--- src/rtl/cp0_pkg.sv ---
// Shared constants for the CP0 system-control coprocessor: register indices,
// exception codes and SR/Cause field positions.
package cp0_pkg;

  localparam logic [4:0] REG_BADVADDR = 5'd8;
  localparam logic [4:0] REG_COUNT    = 5'd9;
  localparam logic [4:0] REG_COMPARE  = 5'd11;
  localparam logic [4:0] REG_SR       = 5'd12;
  localparam logic [4:0] REG_CAUSE    = 5'd13;
  localparam logic [4:0] REG_EPC      = 5'd14;
  localparam logic [4:0] REG_PRID     = 5'd15;

  localparam logic [4:0] EXC_INT  = 5'd0;
  localparam logic [4:0] EXC_ADEL = 5'd4;
  localparam logic [4:0] EXC_ADES = 5'd5;
  localparam logic [4:0] EXC_RI   = 5'd10;
  localparam logic [4:0] EXC_OV   = 5'd12;

  localparam int SR_IE        = 0;
  localparam int SR_EXL       = 1;
  localparam int SR_IM_LO     = 10;
  localparam int SR_IM_HI     = 15;
  localparam int CAUSE_EXC_LO = 2;
  localparam int CAUSE_EXC_HI = 6;
  localparam int CAUSE_IP_LO  = 10;
  localparam int CAUSE_IP_HI  = 15;
  localparam int CAUSE_BD     = 31;

  // Interrupt-line index inside the 6-bit IP/IM field driven by the timer.
  localparam int IP_TIMER = 5;

  function automatic logic is_addr_exc(input logic [4:0] code);
    return (code == EXC_ADEL) || (code == EXC_ADES);
  endfunction

endpackage

--- src/rtl/cp0_count_timer.sv ---
// Count/Compare timer: prescaled 32-bit Count, Compare register and the
// sticky timer-interrupt flag TI.
module cp0_count_timer #(
  parameter int COUNT_DIV = 1
) (
  input  logic        clk,
  input  logic        reset,
  input  logic        we_count,
  input  logic        we_compare,
  input  logic [31:0] wd,
  output logic [31:0] count,
  output logic [31:0] compare,
  output logic        ti
);

  localparam logic [7:0] PRESC_LAST = 8'(COUNT_DIV - 1);

  logic [7:0]  r_presc;
  logic [31:0] r_count;
  logic [31:0] r_compare;
  logic        r_ti;
  logic        w_tick;
  logic        w_match;

  assign w_tick  = (r_presc == PRESC_LAST);
  assign w_match = (r_count == r_compare);

  always_ff @(posedge clk or posedge reset) begin
    if (reset) begin
      r_presc   <= '0;
      r_count   <= '0;
      r_compare <= '0;
      r_ti      <= 1'b0;
    end else begin
      if (we_count) begin
        r_count <= wd;
        r_presc <= '0;
      end else if (w_tick) begin
        r_count <= r_count + 32'd1;
        r_presc <= '0;
      end else begin
        r_presc <= r_presc + 8'd1;
      end
      if (we_compare) r_compare <= wd;
      // A Compare write acknowledges the timer even if a match lands the same cycle.
      if (we_compare)   r_ti <= 1'b0;
      else if (w_match) r_ti <= 1'b1;
    end
  end

  assign count   = r_count;
  assign compare = r_compare;
  assign ti      = r_ti;

endmodule

--- src/rtl/cp0_timer_ctrl.sv ---
// CP0 beside the M stage: SR/Cause/EPC/BadVAddr/PRId plus optional Count/Compare
// timer, with a combinational exception/interrupt request to the pipeline.
module cp0_timer_ctrl
  import cp0_pkg::*;
#(
  parameter int          N_EXT     = 5,
  parameter bit          TIMER_EN  = 1'b1,
  parameter int          COUNT_DIV = 1,
  parameter logic [31:0] PRID      = 32'h0125_0817
) (
  input  logic             clk,
  input  logic             reset,
  input  logic [N_EXT-1:0] hw_int,
  input  logic [31:0]      pc,
  input  logic             bd,
  input  logic [4:0]       excode,
  input  logic [31:0]      bad_vaddr_in,
  input  logic             eret,
  input  logic             we,
  input  logic [4:0]       rd_addr,
  input  logic [31:0]      wd,
  output logic             req,
  output logic [31:0]      epc_out,
  output logic [31:0]      rdata
);

  logic        r_ie;
  logic        r_exl;
  logic [5:0]  r_im;
  logic        r_bd;
  logic [5:0]  r_ip;
  logic [4:0]  r_exccode;
  logic [31:0] r_epc;
  logic [31:0] r_badvaddr;

  logic [5:0]  w_ip_next;
  logic        w_exc;
  logic        w_irq;
  logic        w_req;
  logic        w_we_ok;
  logic        w_ti;
  logic [31:0] w_count;
  logic [31:0] w_compare;
  logic [31:0] w_sr;
  logic [31:0] w_cause;
  logic [31:0] w_epc_out;

  genvar gi;
  generate
    for (gi = 0; gi < 6; gi++) begin : g_ip
      if (gi < N_EXT) begin : g_ext
        assign w_ip_next[gi] = hw_int[gi];
      end else if (gi == IP_TIMER && TIMER_EN) begin : g_tmr
        assign w_ip_next[gi] = w_ti;
      end else begin : g_zero
        assign w_ip_next[gi] = 1'b0;
      end
    end
  endgenerate

  assign w_exc   = (excode != EXC_INT);
  assign w_irq   = (|(r_ip & r_im)) & r_ie & ~r_exl;
  assign w_req   = w_exc | w_irq;
  // mtc0 in the same cycle as a taken exception/interrupt is squashed.
  assign w_we_ok = we & ~w_req;

  generate
    if (TIMER_EN) begin : g_timer
      cp0_count_timer #(
        .COUNT_DIV (COUNT_DIV)
      ) u_timer (
        .clk        (clk),
        .reset      (reset),
        .we_count   (w_we_ok && rd_addr == REG_COUNT),
        .we_compare (w_we_ok && rd_addr == REG_COMPARE),
        .wd         (wd),
        .count      (w_count),
        .compare    (w_compare),
        .ti         (w_ti)
      );
    end else begin : g_no_timer
      assign w_count   = '0;
      assign w_compare = '0;
      assign w_ti      = 1'b0;
    end
  endgenerate

  assign w_epc_out = w_req ? (bd ? pc - 32'd4 : pc) : r_epc;

  always_ff @(posedge clk or posedge reset) begin
    if (reset) begin
      r_ie       <= 1'b0;
      r_exl      <= 1'b0;
      r_im       <= '0;
      r_bd       <= 1'b0;
      r_ip       <= '0;
      r_exccode  <= EXC_INT;
      r_epc      <= '0;
      r_badvaddr <= '0;
    end else begin
      r_ip <= w_ip_next;
      if (w_req) begin
        // Taking the trap overrides any eret or mtc0 in the same cycle.
        r_exl     <= 1'b1;
        r_exccode <= w_exc ? excode : EXC_INT;
        r_bd      <= bd;
        r_epc     <= w_epc_out;
        if (is_addr_exc(excode)) r_badvaddr <= bad_vaddr_in;
      end else begin
        if (w_we_ok && rd_addr == REG_SR) begin
          r_ie  <= wd[SR_IE];
          r_exl <= wd[SR_EXL];
          r_im  <= wd[SR_IM_HI:SR_IM_LO];
        end
        if (w_we_ok && rd_addr == REG_EPC) r_epc <= wd;
        if (eret) r_exl <= 1'b0;
      end
    end
  end

  assign w_sr    = {16'b0, r_im, 8'b0, r_exl, r_ie};
  assign w_cause = {r_bd, 15'b0, r_ip, 3'b0, r_exccode, 2'b0};

  always_comb begin
    rdata = '0;
    case (rd_addr)
      REG_BADVADDR: rdata = r_badvaddr;
      REG_COUNT:    rdata = w_count;
      REG_COMPARE:  rdata = w_compare;
      REG_SR:       rdata = w_sr;
      REG_CAUSE:    rdata = w_cause;
      REG_EPC:      rdata = w_epc_out;
      REG_PRID:     rdata = PRID;
      default:      rdata = '0;
    endcase
  end

  assign req     = w_req;
  assign epc_out = w_epc_out;

endmodule

--- config.mk ---
export PLATFORM = sky130hd
export DESIGN_NAME = cp0_timer_ctrl
export DESIGN_NICKNAME = d
export VERILOG_FILES = /design/src/rtl/cp0_pkg.sv /design/src/rtl/cp0_count_timer.sv /design/src/rtl/cp0_timer_ctrl.sv
export SDC_FILE = /design/constraint.sdc
export NUM_CORES = 1
export LEC_CHECK = 0
export ABC_AREA = 0
export CAP_MARGIN = 30
export CELL_PAD_IN_SITES_DETAIL_PLACEMENT = 1
export CELL_PAD_IN_SITES_GLOBAL_PLACEMENT = 1
export CORE_MARGIN = 2
export CORE_UTILIZATION = 30
export CTS_CLUSTER_DIAMETER = 150
export DETAILED_ROUTE_END_ITERATION = 8
export HOLD_SLACK_MARGIN = 0.1
export PLACE_DENSITY = 0.61
export SETUP_SLACK_MARGIN = 0.2
export SYNTH_ARGS = -nofsm -noshare
export SYNTH_HDL_FRONTEND = slang
export SYNTH_SLANG_ARGS = --single-unit
--- constraint.sdc ---
create_clock -name clk -period 8.1 [get_ports clk]
set_clock_uncertainty 0.1 [all_clocks]
set_input_delay 0.81 -clock clk [delete_from_list [all_inputs] [get_ports clk]]
set_output_delay 0.81 -clock clk [all_outputs]
set_load 0.01 [all_outputs]
==> run_results.csv <==
group,metric,value,unit
die,num_rows,64,
place,gp_congestion,0.930,
cts,clkSinkCount,157,
pwr,peakVddDrop,0.0984,mV
drt,drt_wl_total,37500,um
cts,cts.clk_slew.worst_paths,60,ps
cts,hold_buffers,0,
yosys,yosysSeqAreaShare,0.417,
setup_path,cp_data_required_time,7190,ps
final_layout,drive_gt1_frac,0.0934,
final_layout,nFillCells,3492,
global_routing,grt_max_degree,93,
cts,cts-resized-gates,0,
cts,cts_tree,"built",
drt,routed_via_density,5.60,
global_routing,grt_pass1_vias,8823,
hold_path,hold_depth,0,
final_layout,fin_util,0.394,
die,ios,181,
cts,cts_max_level,4,
die,initial_utilization,0.306,
timing,rsz0062_at_grt,"false",
final_layout,nets,1242,
final_layout,area_delta_synth_final,28.6,%
yosys,synth.most_common_cell,"dfrtp_1",
setup_path,rr_endpoint,"r_epc[22]$_DFFE_PP0P_",
pwr,leakage,5.00,nW
yosys,synth_fp_nets,1098,
global_routing,antenna_found_initial,2,
setup_path,worstRegToRegCells,7,
timing,fin_crit_sh,0.685,
yosys,yosysWarnings,0,
hold_path,worstHoldEndpoint,"r_ip[5]$_DFF_PP0_",
yosys,synthCells,978,
drt,firstDrtPassIters,6,
yosys,yosysUniqueCellTypes,66,
timing,worst_pin_slew,960,ps
pwr,finalPower,2.13,mW
cts,clock_latency,430,ps
die,die_area,0.0328,mm^2
place,dpl.hpwl,28600,um
yosys,yosys.area.top_type,"dfrtp_1",
yosys,synth_common_cells,"dfrtp_1 (157), nor2_1 (101), nand2_1 (66), a21oi_1 (63), xnor2_1 (51)",
drt,wl_per_cell,24.5,um
timing,fmax,0.180,GHz
yosys,synth_ff_type,"dfrtp_1",
cts,cts-root-buf,"clkbuf_16",
timing,finalHoldViolCount,0,
timing,tns,0,ps
setup_path,crit_path_start,"excode[4]",
setup_path,critPathKind,"input port to output port",
yosys,synth_edf_count,0,
drt,drc,0,
setup_path,crit_path_end_kind,"output port",
yosys,synth_top_area_share,0.417,
timing,slew_viol_final,0,
hold_path,min-delay-start,"g_timer.u_timer.ti$_DFFE_PP0P_",
die,fp.dieW,181,um
timing,finalCriticalPeriod,5550,ps
drt,ant_nets,0,
pwr,powerDensity,176,mW/mm^2
die,die_y,181,um
yosys,synth_area_leaders,"dfrtp_1 (42%), xnor2_1 (4.7%), mux2_2 (4.7%)",
setup_path,r2r_setup_slack,5100,ps
die,core_area,0.0307,mm^2
global_routing,grt_pass1_wl,56300,um
place,numPortBuffers,180,
global_routing,grt_overflow,0,
yosys,synthArstFlopShare,1.00,
drt,vias,8582,
timing,relSlewSlack,0.359,
hold_path,hp-class,"flip-flop to flip-flop",
setup_path,reg2reg_from,"r_ip[0]$_DFF_PP0_",
setup_path,cp.arrival,4640,ps
yosys,avgSynthCellArea,9.63,um^2
job,maxCapViolCount,0,
cts,numCtsBuffers,17,
global_routing,grt_util_all_layers,0.230,
cts,cts_max_path_buffers,2,
timing,setup_violations,0,
run_status,outcome,"complete, no violations",
setup_path,crit_fanout,84,
yosys,yosys_register_bits,157,
drt,drtIter0Drc,741,
setup_path,start_kind,"input port",
yosys,syn_area,0.00942,mm^2
cts,cts_setup_buffers,0,
[sequential cells by signal (all words and copies together) (netlist names)]
register,count
r_ip,6
r_exccode,5
g_timer.u_timer.count,32
r_epc,32
g_timer.u_timer.compare,32
r_bd,1
g_timer.u_timer.ti,1
r_exl,1
r_badvaddr,32
r_ie,1
r_im,6
g_timer.u_timer.r_presc,8
[cell type report]
class | instances | area (um^2) | area share
Multi-Input combinational cell | 734 | 5080 | 0.419
Sequential cell | 157 | 3930 | 0.324
Timing Repair Buffer | 194 | 1950 | 0.161
Tap cell | 396 | 495 | 0.0409
Clock buffer | 21 | 460 | 0.0380
Clock inverter | 11 | 129 | 0.0106
Inverter | 18 | 72.6 | 0.00599
Antenna cell | 1 | 2.50 | 0.000207
[metal layers]
metal	track usage	wire length [um]
met5	0	13
met1	0.301	16500
met2	0.382	17900
met3	0.0337	1930
met4	0.0940	1270
[worst max-delay path by stage]
| stage | endpoint | cells past startpoint |
|---|---|---|
| final | rdata[19] | 9 |
| after global routing | rdata[19] | 9 |
| after CTS | rdata[31] | 9 |
| after detailed placement | rdata[31] | 9 |
| after global placement | rdata[31] | 9 |
| after floorplan | g_timer.u_timer.compare[0]$_DFFE_PP0P_ | 1 |
[through the flow]
stage | hold slack, ps | instances | worst slack [ps] | cell area [um^2]
after global routing | 308 | 1532 | 2330 | 12100
final | 290 | 1532 | 2550 | 12100
after global placement | 276 | 1496 | 2640 | 11500
after CTS | 288 | 1530 | 2630 | 12100
after detailed placement | 269 | 1498 | 2630 | 11500
after floorplan | 254 | 978 | 2960 | 9420
[cells by family after synthesis]
group,synth area share
DFF,0.417
adders and majority gates,0.00531
AOI/OAI and AO/OA,0.155
buffers and inverters,0.0452
and+or+nand+nor,0.190
xor gates and xnor gates,0.0855
muxes,0.101
[power by group]
group / internal (mW) / leakage, nW / switching (mW)
clock network: 0.474 / 0.285 / 0.355
logic: 0.177 / 2.72 / 0.165
registers: 0.856 / 1.99 / 0.105
[worst max-delay path, cell delays in order]
cell,delay (ps)
clkdlybuf4s50_1,420
or3_1,460
or3_1,560
nor2_8,600
inv_2,200
buf_4,420
nand2_1,390
o21ai_0,190
clkdlybuf4s50_1,520
[placed cells by master (no fill, tap or decap), types with 22 or more instances in the layout]
cell,n
nand3_1,32
and3_1,31
nand2_1,66
nor2_1,99
mux2_1,32
o21ai_0,22
mux2_2,39
clkdlybuf4s50_1,180
xor2_1,41
dfrtp_1,157
xnor2_1,51
a21oi_1,63
nand4_1,37
No activity file was read; power rests on OpenSTA's default activity.
